<file path="config.mk">
export PLATFORM = sky130hd
export DESIGN_NAME = lift_ctrl
export DESIGN_NICKNAME = d
export VERILOG_FILES = /design/src/rtl/lift_pkg.sv /design/src/rtl/lift_timer.sv /design/src/rtl/lift_ctrl.sv
export SDC_FILE = /design/constraint.sdc
export NUM_CORES = 1
export LEC_CHECK = 0
export BUFFER_PORTS_ARGS = -buffer_cell sky130_fd_sc_hd__buf_2
export CORE_ASPECT_RATIO = 0.75
export CORE_MARGIN = 4
export CORE_UTILIZATION = 57
export DETAILED_ROUTE_END_ITERATION = 10
export PLACE_DENSITY = 0.81
export SYNTH_ARGS = -nofsm -noshare
export SYNTH_HDL_FRONTEND = slang
export SYNTH_SLANG_ARGS = --single-unit
</file>
<file path="constraint.sdc">
create_clock -name clk -period 3.9 [get_ports clk]
set_input_delay 0.195 -clock clk [delete_from_list [all_inputs] [get_ports clk]]
set_output_delay 0.195 -clock clk [all_outputs]
set_load 0.02 [all_outputs]
</file>
<file path="src/rtl/lift_pkg.sv">
// Shared state encoding and direction constants for the lift controller.
package lift_pkg;

  typedef enum logic [1:0] {
    ST_IDLE    = 2'd0,
    ST_MOVE_UP = 2'd1,
    ST_MOVE_DN = 2'd2,
    ST_DOOR    = 2'd3
  } state_e;

  localparam logic DIR_UP = 1'b1;
  localparam logic DIR_DN = 1'b0;

endpackage

</file>
<file path="src/rtl/lift_timer.sv">
// Loadable down-counter shared by travel and door dwell timing.
// Saturates at zero; expired is high while the count is zero.
module lift_timer #(
  parameter int W = 2
) (
  input  logic         clk,
  input  logic         rst_n,
  input  logic         load,
  input  logic [W-1:0] load_val,
  output logic         expired
);

  logic [W-1:0] count_r;

  // Count register: load wins, otherwise count down to zero and hold.
  always_ff @(posedge clk or negedge rst_n) begin
    if (!rst_n) begin
      count_r <= {W{1'b0}};
    end else if (load) begin
      count_r <= load_val;
    end else if (count_r != {W{1'b0}}) begin
      count_r <= count_r - {{(W-1){1'b0}}, 1'b1};
    end else begin
      count_r <= count_r;
    end
  end

  assign expired = (count_r == {W{1'b0}});

endmodule

</file>
<file path="src/rtl/lift_ctrl.sv">
// Single-car collective (SCAN) elevator controller with timed travel and
// door dwell. All outputs come straight from registers.
module lift_ctrl
  import lift_pkg::*;
#(
  parameter int FLOORS   = 8,
  parameter int FLOOR_W  = $clog2(FLOORS),
  parameter int MOVE_CYC = 4,
  parameter int DOOR_CYC = 4
) (
  input  logic               clk,
  input  logic               rst_n,
  input  logic [FLOORS-1:0]  hall_req,
  input  logic [FLOORS-1:0]  car_req,
  input  logic               door_hold,
  output logic [FLOOR_W-1:0] floor_o,
  output logic               dir_up_o,
  output logic               moving_o,
  output logic               door_open_o,
  output logic               busy_o,
  output logic [FLOORS-1:0]  pending_o
);

  localparam int TMAX = (MOVE_CYC > DOOR_CYC) ? MOVE_CYC : DOOR_CYC;
  localparam int TW   = (TMAX > 1) ? $clog2(TMAX) : 1;
  localparam logic [TW-1:0]     MOVE_LD = TW'(MOVE_CYC - 1);
  localparam logic [TW-1:0]     DOOR_LD = TW'(DOOR_CYC - 1);
  localparam logic [FLOORS-1:0] ONE     = {{(FLOORS-1){1'b0}}, 1'b1};

  state_e              state_r, state_nxt_s;
  logic [FLOOR_W-1:0]  floor_r, floor_nxt_s;
  logic                dir_r, dir_nxt_s;
  logic [FLOORS-1:0]   pending_r, pending_nxt_s;
  logic [FLOORS-1:0]   req_s, clr_s, here_s, up_s, dn_s, above_s, below_s;
  logic                moving_r, door_r, busy_r;
  logic                t_load_s, t_expired_s;
  logic [TW-1:0]       t_val_s;
  logic                ahead_s, behind_s;

  assign req_s    = hall_req | car_req;
  assign here_s   = ONE << floor_r;
  assign up_s     = here_s << 1;
  assign dn_s     = here_s >> 1;
  assign above_s  = pending_r & ~(up_s - ONE);
  assign below_s  = pending_r & (here_s - ONE);
  assign ahead_s  = (dir_r == DIR_UP) ? (|above_s) : (|below_s);
  assign behind_s = (dir_r == DIR_UP) ? (|below_s) : (|above_s);

  lift_timer #(.W(TW)) u_timer (
    .clk      (clk),
    .rst_n    (rst_n),
    .load     (t_load_s),
    .load_val (t_val_s),
    .expired  (t_expired_s)
  );

  // Next-state, floor, direction, timer control and stop clearing.
  always_comb begin
    state_nxt_s = state_r;
    floor_nxt_s = floor_r;
    dir_nxt_s   = dir_r;
    t_load_s    = 1'b0;
    t_val_s     = MOVE_LD;
    clr_s       = {FLOORS{1'b0}};
    case (state_r)
      ST_IDLE: begin
        if (|(pending_r & here_s)) begin
          state_nxt_s = ST_DOOR;
          t_load_s    = 1'b1;
          t_val_s     = DOOR_LD;
          clr_s       = here_s;
        end else if (ahead_s || behind_s) begin
          // Both sides pending: keep the committed direction.
          dir_nxt_s   = ahead_s ? dir_r : ~dir_r;
          state_nxt_s = (ahead_s ? dir_r : ~dir_r) ? ST_MOVE_UP : ST_MOVE_DN;
          t_load_s    = 1'b1;
        end else begin
          state_nxt_s = ST_IDLE;
        end
      end
      ST_MOVE_UP: begin
        if (t_expired_s) begin
          floor_nxt_s = floor_r + FLOOR_W'(1);
          t_load_s    = 1'b1;
          if (|(pending_r & up_s)) begin
            state_nxt_s = ST_DOOR;
            t_val_s     = DOOR_LD;
            clr_s       = up_s;
          end else if (floor_r == FLOOR_W'(FLOORS - 2)) begin
            state_nxt_s = ST_IDLE;
          end else begin
            state_nxt_s = ST_MOVE_UP;
          end
        end else begin
          state_nxt_s = ST_MOVE_UP;
        end
      end
      ST_MOVE_DN: begin
        if (t_expired_s) begin
          floor_nxt_s = floor_r - FLOOR_W'(1);
          t_load_s    = 1'b1;
          if (|(pending_r & dn_s)) begin
            state_nxt_s = ST_DOOR;
            t_val_s     = DOOR_LD;
            clr_s       = dn_s;
          end else if (floor_r == FLOOR_W'(1)) begin
            state_nxt_s = ST_IDLE;
          end else begin
            state_nxt_s = ST_MOVE_DN;
          end
        end else begin
          state_nxt_s = ST_MOVE_DN;
        end
      end
      ST_DOOR: begin
        clr_s = here_s;
        if (door_hold || (|(req_s & here_s))) begin
          t_load_s = 1'b1;
          t_val_s  = DOOR_LD;
        end else if (t_expired_s) begin
          if (ahead_s || behind_s) begin
            dir_nxt_s   = ahead_s ? dir_r : ~dir_r;
            state_nxt_s = (ahead_s ? dir_r : ~dir_r) ? ST_MOVE_UP : ST_MOVE_DN;
            t_load_s    = 1'b1;
          end else begin
            state_nxt_s = ST_IDLE;
          end
        end else begin
          state_nxt_s = ST_DOOR;
        end
      end
      default: begin
        state_nxt_s = ST_IDLE;
      end
    endcase
    pending_nxt_s = (pending_r | req_s) & ~clr_s;
  end

  // State, position, request mask and registered status outputs.
  always_ff @(posedge clk or negedge rst_n) begin
    if (!rst_n) begin
      state_r   <= ST_IDLE;
      floor_r   <= {FLOOR_W{1'b0}};
      dir_r     <= DIR_UP;
      pending_r <= {FLOORS{1'b0}};
      moving_r  <= 1'b0;
      door_r    <= 1'b0;
      busy_r    <= 1'b0;
    end else begin
      state_r   <= state_nxt_s;
      floor_r   <= floor_nxt_s;
      dir_r     <= dir_nxt_s;
      pending_r <= pending_nxt_s;
      moving_r  <= (state_nxt_s == ST_MOVE_UP) || (state_nxt_s == ST_MOVE_DN);
      door_r    <= (state_nxt_s == ST_DOOR);
      busy_r    <= (state_nxt_s != ST_IDLE) || (|pending_nxt_s);
    end
  end

  assign floor_o     = floor_r;
  assign dir_up_o    = dir_r;
  assign moving_o    = moving_r;
  assign door_open_o = door_r;
  assign busy_o      = busy_r;
  assign pending_o   = pending_r;

endmodule

</file>
==> results.json, run 1 <==
{
  "rr_startpoint": "floor_o[0]",
  "grt_antenna_before_repair": 0,
  "fin_crit_ps": 3740,
  "ir_drop_uv": 605,
  "crit_start": "floor_o[0]",
  "drive_gt1_frac": 0.226,
  "final_max_slew_viol_count": 0,
  "status": "complete, no violations",
  "syn_area_per_cell_sq_um": 8.21,
  "die_h_um": 59.7,
  "die_area_sq_um": 4590,
  "insertion_delay_ps": 260,
  "drtPass1Iterations": 6,
  "whs_ps": 275,
  "final.fill_count": 275,
  "critPathLaunchType": "flop",
  "tightest_slew_ps": 472,
  "power_density_nw_per_um2": 874,
  "synthAdderAreaFrac": 0.0987,
  "crit_required_ps": 4030,
  "synth_compound_gate_area_share": 0.338,
  "post-dp-hpwl_um": 5140,
  "layout-area-overhead-vs-synth_pct": 14.9,
  "overflow": 0,
  "muxShareOfSynthArea": 0.00987,
  "grt_usage": 0.304,
  "cts_max_path_buffers": 2,
  "vias": 2283,
  "yosys.area_share.xor_xnor": 0.0173,
  "dpl_worst_slack_ps": 152,
  "io_pins": 34,
  "cts.htree.levels": 1,
  "synth_area_sq_um": 2030,
  "rows": 18,
  "cts_buffers": 3,
  "start_util": 0.604,
  "antenna_cells": 0,
  "ys_ff_latch": 19,
  "clock-sinks": 19,
  "worstPathMaxFanout": 5,
  "first_iter_violations": 493,
  "synth_enable_flop_cells": 0,
  "synth_nets": 282,
  "grt_pass1_wl_um": 10700,
  "max_freq_ghz": 0.267,
  "drc": 0,
  "cp_slowest_cell": "dfrtp_2",
  "setup_violations": 0,
  "cts-root-buf": "clkbuf_8",
  "portBuffers": 33,
  "synthSimpleGateAreaFrac": 0.210,
  "path_delay_family": "compound AO/OA/AOI/OAI gates",
  "grt_pass1_vias": 2093,
  "wirelength_um": 6800,
  "post-route-period-util": 0.960,
  "tns_ps": 0,
  "r2r_slack_ps": 160,
  "cpMostUsedCell": "inv_1",
  "path_cells": "inv_1 > ha_1 > nor2b_4 > inv_1 > ha_2 > inv_1 > a222oi_1 > o2111ai_1 > nor4_2 > a21oi_1 > o22ai_1 > ha_1 > inv_1 > a221oi_1 > o2111ai_1 > or4_1",
  "wl_per_cell_um": 21.0,
  "core_area_sq_um": 3360,
  "fin_nets": 319,
  "ant_nets": 0,
  "setup_ws_ps": 156,
  "die_w_um": 76.9,
  "syn_inst": 247,
  "gp_congestion": 1.07,
  "worst_setup_path_end_kind": "flop",
  "synth_top_family_by_area": "compound AO/OA/AOI/OAI gates",
  "max-cap-violations": 0,
  "cts_tree": "yes",
  "relSlewSlack": 0.684,
  "skew_ps": 2.70,
  "hold_viol": 0,
  "holdCritPathClass": "input port to flop",
  "cp.arrival_ps": 3880,
  "post_drt_via_cell_ratio": 7.07,
  "fin_util": 0.694,
  "cts.clk_slew.worst_paths_ps": 70,
  "power_leakage_nw": 0.971,
  "worst-path-buf-inv": 4,
  "yosysWarnings": 0,
  "synth_ff_type": "dfrtp_1",
  "crit_type": "flop to flop",
  "synth_seq_area_share": 0.235,
  "async_flop_share": 1.00,
  "cpPeakStageDelay_ps": 450,
  "grt_max_degree": 21,
  "min_from": "hall_req[3]",
  "synth.distinct_cells": 64
}
tightest hold or removal path, stage by stage:
cell and delay [ps]:
buf_2 90, o32ai_1 100, nor2_1 110
per-stage QoR:
stage / instance area [sq um] / cells / power, mW
6_report: 2330 / 323 / 2.04
5_1_grt: 2330 / 323 / 2.18
4_1_cts: 2300 / 322 / 1.95
3_5_place_dp: 2250 / 317 / 1.80
3_3_place_gp: 2250 / 317 / 1.81
2_1_floorplan: 2030 / 247 / 1.41
layout by cell type (no fill, tap or decap), drive strengths merged, types with 3 or more instances in the layout:
cell     count
a21oi       17
a222oi       3
a22oi        5
a31oi        5
a32oi        4
and2         6
buf         48
clkbuf       4
dfrtp       18
ha          16
inv         22
nand2       16
nor2        10
nor2b        4
nor3         9
nor4         4
nor4b        5
o2111ai      5
o211ai       5
o21a         4
o21ai       14
o221ai       4
o22ai        4
o311a        3
or3          5
layout make-up:
type	count	area, sq um	share of cell area
Multi-Input combinational cell	189	1390	0.595
Tap cell	40	50.0	0.0215
Sequential cell	19	478	0.205
Timing Repair Buffer	49	288	0.124
Inverter	22	82.6	0.0354
Clock buffer	4	45.0	0.0193
registers in the layout (all words and copies together), names as in the netlist:
name             cells
u_timer.count_r      2
state_r              2
moving_o             1
door_open_o          1
dir_up_o             1
floor_o              3
busy_o               1
pending_o            8
layer usage:
layer	GRT usage	up-vias	share of wire
met1	0.428	1026	0.43
met5	0	-	0
met4	0.111	0	0.032
met3	0.108	30	0.15
met2	0.426	209	0.39
li1	-	1018	-
cell usage after synthesis, types with 3 or more instances:
library cell / instances / area, sq um
a21oi_1: 17 / 85.1
a222oi_1: 3 / 30.0
a22oi_1: 5 / 37.5
a31oi_1: 5 / 31.3
a32oi_1: 4 / 35.0
and2_1: 4 / 25.0
buf_2: 4 / 20.0
buf_4: 3 / 22.5
buf_6: 3 / 33.8
clkbuf_1: 6 / 22.5
dfrtp_1: 18 / 450
ha_1: 16 / 200
inv_1: 22 / 82.6
nand2_1: 16 / 60.1
nor2_1: 10 / 37.5
nor2b_1: 3 / 18.8
nor3_1: 9 / 45.0
nor4_1: 3 / 18.8
nor4b_1: 5 / 43.8
o2111ai_1: 5 / 43.8
o211ai_1: 5 / 37.5
o21a_1: 4 / 30.0
o21ai_0: 13 / 65.1
o221ai_1: 4 / 35.0
o22ai_1: 4 / 25.0
o311a_1: 3 / 30.0
or3_1: 4 / 25.0
power by group:
| part | switching [mW] | total (mW) | internal (mW) |
|---|---|---|---|
| Combinational | 0.948 | 1.54 | 0.587 |
| Clock | 0.0696 | 0.142 | 0.0729 |
| Sequential | 0.0932 | 0.359 | 0.266 |
| Total | 1.11 | 2.04 | 0.926 |
cell families after synthesis:
family                   count (synthesis)
AND/OR/NAND/NOR                         72
buffers and inverters                   39
XOR/XNOR                                 4
adder cells (fa/ha/maj)                 16
multiplexers                             2
AO/OA/AOI/OAI                           95
flip-flops                              19
path summary, 6_finish.rpt:
check | endpoint | depth (start not counted)
min in group asynchronous | pending_o[6] | 2
setup / recovery | busy_o | 16
max in group asynchronous | dir_up_o | 2
hold reg to reg | u_timer.count_r[1] | 2
setup reg to reg | busy_o | 16
hold / removal | pending_o[3] | 3
repair_timing:
action | 4_1_cts | 5_1_grt
setup buffers | 0 | 1
hold endpoints to repair | 18 | 0
setup endpoints to repair | 0 | 1
hold buffers | 1 | 0
resized for setup | 0 | 6
No activity file was read; power rests on OpenSTA's default activity.
==> run 2: changes to the inputs <==
Settings changed: MAX_ROUTING_LAYER set to met4.
==> run 2 against run 1 <==
Combinational power is 3% lower; critical endpoint unchanged; sequential share of layout area is 0.066 points higher; hold slack worse by 6.7 ps; highest routed layer unchanged; first-iteration DRC count is 20% lower; die area stayed put.
==> results.json, run 2 (synthesis gave the netlist of run 1 again) <==
{
  "start_util": 0.604,
  "die_area_sq_um": 4590,
  "cts.htree.levels": 1,
  "max_freq_ghz": 0.272,
  "io_pins": 34,
  "cts_buffers": 3,
  "drc": 0,
  "grt_usage": 0.300,
  "fin_nets": 319,
  "cpPeakStageDelay_ps": 410,
  "overflow": 0,
  "place_inst": 316,
  "final_common_cell": "buf_2",
  "cts.clk_slew.worst_paths_ps": 70,
  "dpl_cell_area_sq_um": 2240,
  "cp.arrival_ps": 3810,
  "grt_pass1_wl_um": 10300,
  "grt_max_degree": 20,
  "drive_gt1_frac": 0.219,
  "ant_nets": 0,
  "wl_per_cell_um": 19.8,
  "relSlewSlack": 0.674,
  "power_leakage_nw": 0.973,
  "status": "complete, no violations",
  "critPathLaunchType": "flop",
  "fin_util": 0.692,
  "worst_setup_path_end_kind": "flop",
  "clock-sinks": 19,
  "r2r_slack_ps": 230,
  "grt_antenna_before_repair": 0,
  "tightest_slew_ps": 487,
  "crit_path_end": "busy_o",
  "reg2reg_depth": 16,
  "portBuffers": 33,
  "antenna_cells": 0,
  "largest_reg_flops": 8,
  "skew_ps": 1.76,
  "cts_tree": "yes",
  "grt_pass1_vias": 1905,
  "final_max_slew_viol_count": 0,
  "gp_congestion": 1.02,
  "die_w_um": 76.9,
  "core_area_sq_um": 3360,
  "cts-root-buf": "clkbuf_8",
  "final_cells": 323,
  "post-dp-hpwl_um": 4900,
  "fin_crit_ps": 3670,
  "insertion_delay_ps": 260,
  "timing.rr.end": "busy_o",
  "layout-area-overhead-vs-synth_pct": 14.5,
  "ir_drop_uv": 483,
  "power_density_nw_per_um2": 857,
  "holdCritPathClass": "input port to flop",
  "post-route-period-util": 0.941,
  "worstPathMaxFanout": 5,
  "crit_type": "flop to flop",
  "drtPass1Iterations": 6,
  "rr_startpoint": "floor_o[1]",
  "final_area_sq_um": 2320,
  "rows": 18,
  "vias": 2215,
  "cts_max_path_buffers": 2,
  "first_iter_violations": 396,
  "max-cap-violations": 0,
  "cp_slowest_cell": "or4_1",
  "crit_start": "floor_o[1]",
  "setup_violations": 0,
  "post_drt_via_cell_ratio": 6.86,
  "die_h_um": 59.7,
  "crit_required_ps": 4030,
  "final_cell_mix": "buf_2 (33), inv_1 (22), dfrtp_1 (17)",
  "wirelength_um": 6410,
  "tns_ps": 0,
  "path_cells": "inv_1 > ha_1 > nor2b_2 > inv_1 > ha_1 > nand2b_1 > o32a_1 > a221oi_1 > o211ai_1 > o221ai_1 > and2_1 > ha_1 > inv_1 > a221oi_1 > o2111ai_1 > or4_1",
  "hold_viol": 0
}
[run 2: cell counts in the layout (fill, tap and decap cells not counted)]
No cell type changed its count.
[run 2: layout make-up]
cell class / count / area, sq um
multi-input cells: 189 / 1380
fillers: 305 / 1030
flip-flops and latches: 19 / 478
repair buffers: 49 / 288
inverters: 22 / 82.6
well taps: 40 / 50.0
clock buffers: 4 / 45.0
[run 2: worst min path at each step]
stage	from	endpoint	slack [ps]	cells past startpoint
2_1_floorplan	rst_n	busy_o	-100	0
4_1_cts	hall_req[3]	pending_o[3]	270	3
5_1_grt	hall_req[3]	pending_o[3]	280	3
6_report	hall_req[3]	pending_o[3]	270	3
3_3_place_gp	rst_n	pending_o[2]	160	1
3_5_place_dp	rst_n	pending_o[2]	160	1
[run 2: what timing repair did]
action	4_1_cts	5_1_grt
resized for setup	0	4
hold buffers	1	0
setup endpoints to repair	0	1
hold endpoints to repair	18	0
setup buffers	0	2
[run 2: critical path, delay by kind of cell (launching register included)]
family	cells	cell delay [ps]
DFF	1	400
and+or+nand+nor	4	830
adders and majority gates	3	590
AOI/OAI and AO/OA	6	1430
buffers and inverters	3	280
[run 2: stage by stage]
step	power, mW	worst slack, ps	hold slack [ps]
after global placement	1.80	316	157
after detailed placement	1.78	204	162
after CTS	1.93	167	267
final	1.99	229	269
after floorplan	1.41	279	-101
after global routing	2.15	-15.8	281
[run 2: power by group]
group	switching, mW	leakage, nW	internal, mW
clock network	0.0667	0.0228	0.0728
registers	0.0936	0.197	0.266
logic	0.911	0.752	0.581
[run 2: layer usage]
| metal | GRT usage | share of wire | wire length (um) |
|---|---|---|---|
| met5 | - | 0 | 0 |
| met4 | 0.0698 | 0.018 | 114 |
| met3 | 0.0648 | 0.15 | 942 |
| met2 | 0.404 | 0.38 | 2430 |
| met1 | 0.451 | 0.46 | 2920 |
==> run 3: changes to the inputs <==
Settings changed: PLACE_DENSITY 0.81 to 0.85, SLEW_MARGIN set to 20, SYNTH_HIERARCHICAL set to 1.
==> run 3 against run 2 <==
Worst setup slack lost 44 ps; synthesized cell count grew 0.40%; clock skew increased by 0.62 ps; clock power is 8% higher; via count rose by 2.3%; flip-flop and latch count stayed put; cell count is 1.2% higher; global-route usage is 0.42 points lower; utilization grew 1.8 points; critical path type unchanged.
==> results.json, run 3 <==
{
  "syn_area_per_cell_sq_um": 8.31,
  "cpPeakStageDelay_ps": 480,
  "synth_area_sq_um": 2060,
  "first_iter_violations": 203,
  "ant_nets": 0,
  "overflow": 0,
  "grt_usage": 0.296,
  "ys_ff_latch": 19,
  "yosysWarnings": 6,
  "clock-sinks": 19,
  "die_h_um": 60.1,
  "insertion_delay_ps": 270,
  "final_area_sq_um": 2400,
  "fin_nets": 323,
  "skew_ps": 2.38,
  "worst_setup_path_end_kind": "flop",
  "synth_seq_area_share": 0.231,
  "grt_max_degree": 20,
  "synth_ff_type": "dfrtp_1",
  "core_area_sq_um": 3380,
  "power_leakage_nw": 0.972,
  "syn_inst": 248,
  "start_util": 0.610,
  "vias": 2265,
  "cts.clk_slew.worst_paths_ps": 80,
  "crit_type": "flop to flop",
  "grt_antenna_before_repair": 0,
  "largest_reg_flops": 8,
  "yosysTopAreaCellShare": 0.219,
  "tightest_slew_ps": 593,
  "relSlewSlack": 0.605,
  "gp_congestion": 1.01,
  "cp.arrival_ps": 3860,
  "critPathLaunchType": "flop",
  "hold_viol": 0,
  "grt_pass1_wl_um": 10200,
  "die_area_sq_um": 4650,
  "antenna_cells": 0,
  "drc": 0,
  "holdCritPathClass": "input port to flop",
  "cts_tree": "yes",
  "post_drt_via_cell_ratio": 6.93,
  "post-dp-hpwl_um": 5000,
  "fin_util": 0.710,
  "cpMostUsedCell": "ha_1",
  "final.fill_count": 283,
  "dpl_cell_area_sq_um": 2270,
  "wl_per_cell_um": 20.2,
  "tns_ps": 0,
  "fin_crit_ps": 3720,
  "cts.htree.levels": 1,
  "async_flop_share": 1.00,
  "rows": 18,
  "final_cell_mix": "buf_2 (33), nand2_1 (18), dfrtp_1 (18), o21ai_0 (17), inv_1 (16)",
  "io_pins": 34,
  "ir_drop_uv": 433,
  "wirelength_um": 6600,
  "setup_violations": 0,
  "dpl_worst_slack_ps": 21.8,
  "final_common_cell": "buf_2",
  "synth_top_cell_by_area": "dfrtp_1",
  "status": "complete, no violations",
  "path_cells": "buf_4 > ha_1 > ha_1 > buf_4 > a22o_2 > a221o_2 > nor2_1 > nand2_1 > o21a_1 > o22ai_1 > ha_1 > or4b_1 > or4_1",
  "power_density_nw_per_um2": 942,
  "die_w_um": 77.4,
  "cts-root-buf": "clkbuf_8",
  "synth_area_leaders": "dfrtp_1 (22%), ha_1 (9.7%), o21ai_0 (4.4%)",
  "max_freq_ghz": 0.269,
  "drtPass1Iterations": 7,
  "cp_slowest_cell": "or4_1",
  "synth.distinct_cells": 72,
  "portBuffers": 33,
  "worstPathMaxFanout": 6,
  "grt_pass1_vias": 2010,
  "drive_gt1_frac": 0.272,
  "max-cap-violations": 0,
  "power_mw": 2.26,
  "synth_commonest_cells": "dfrtp_1 (18), nand2_1 (18), o21ai_0 (18)",
  "final_max_slew_viol_count": 0,
  "post-route-period-util": 0.953,
  "cts_buffers": 3,
  "synth_enable_flop_cells": 0,
  "layout-area-overhead-vs-synth_pct": 16.3,
  "crit_required_ps": 4040,
  "setup_ws_ps": 185,
  "cts_max_path_buffers": 2
}
## run 3: changes by cell type after synthesis, moves of 4 or more
cell      previous run  this run
nor2_1              10        14
o211ai_1             5         1
nor4b_1              5         1
o21ai_0             13        18
inv_1               22        17
clkbuf_1             6         2
a31oi_1              5         1
## run 3: cell type report
type                    count  area (sq um)  area share
clock buffers               3          41.3      0.0172
well taps                  40          50.0      0.0209
inverters                  19          71.3      0.0297
clock inverters             1          7.51     0.00313
multi-input cells         200          1490       0.623
repair buffers             45           258       0.108
flip-flops and latches     19           477       0.199
## run 3: final timing paths
check	start	to	slack (ps)	cells after the start
min reg2reg	floor_o[0]	floor_o[0]	560	1
max	floor_o[1]	busy_o	180	13
min in group asynchronous	rst_n	pending_o[2]	410	2
max reg2reg	floor_o[1]	busy_o	180	13
max in group asynchronous	rst_n	dir_up_o	3140	2
min	hall_req[1]	pending_o[1]	200	3
## run 3: cell families (layout without fill, tap and decap cells)
| kind of cell | after synthesis | count (layout) | share of synthesized area |
|---|---|---|---|
| and+or+nand+nor | 74 | 74 | 0.194 |
| DFF | 19 | 19 | 0.231 |
| other | 1 | 2 | 0.00182 |
| adders and majority gates | 16 | 16 | 0.0971 |
| buffers and inverters | 30 | 68 | 0.0735 |
| muxes | 4 | 4 | 0.0225 |
| AOI/OAI and AO/OA | 99 | 99 | 0.358 |
| xor gates and xnor gates | 5 | 5 | 0.0212 |
## run 3: what timing repair did
item,4_1_cts,5_1_grt
resized for setup,1,11
hold buffers,1,0
pin swaps,0,4
buffers inserted,0,1
gates cloned,0,0
hold endpoints to repair,18,0
setup endpoints to repair,1,1
## run 3: stage by stage
| step | hold slack (ps) | std cells |
|---|---|---|
| after floorplan | -101 | 249 |
| after global placement | 163 | 321 |
| after detailed placement | 169 | 321 |
| after CTS | 198 | 326 |
| after global routing | 208 | 327 |
| final | 195 | 327 |
## run 3: routing by layer
metal | GRT usage | up-vias | share of wire
li1 | - | 1019 | -
met2 | 0.435 | 186 | 0.41
met5 | - | - | 0
met1 | 0.395 | 1026 | 0.42
met3 | 0.0843 | 34 | 0.14
met4 | 0.0939 | 0 | 0.035
## run 3: report_power, final
| part | internal [mW] | switching, mW | leakage, nW | total [mW] |
|---|---|---|---|---|
| Combinational | 0.703 | 1.03 | 0.753 | 1.74 |
| Clock | 0.0723 | 0.0778 | 0.0217 | 0.150 |
| Sequential | 0.267 | 0.105 | 0.197 | 0.373 |
| Total | 1.04 | 1.22 | 0.972 | 2.26 |
## run 3: worst max-delay path: cells and delay by family (launching register included)
family | cells | cell delay (ps)
flops | 1 | 380
fa+ha+maj | 3 | 660
compound gates | 4 | 920
simple gates | 4 | 1280
buf+inv | 2 | 350
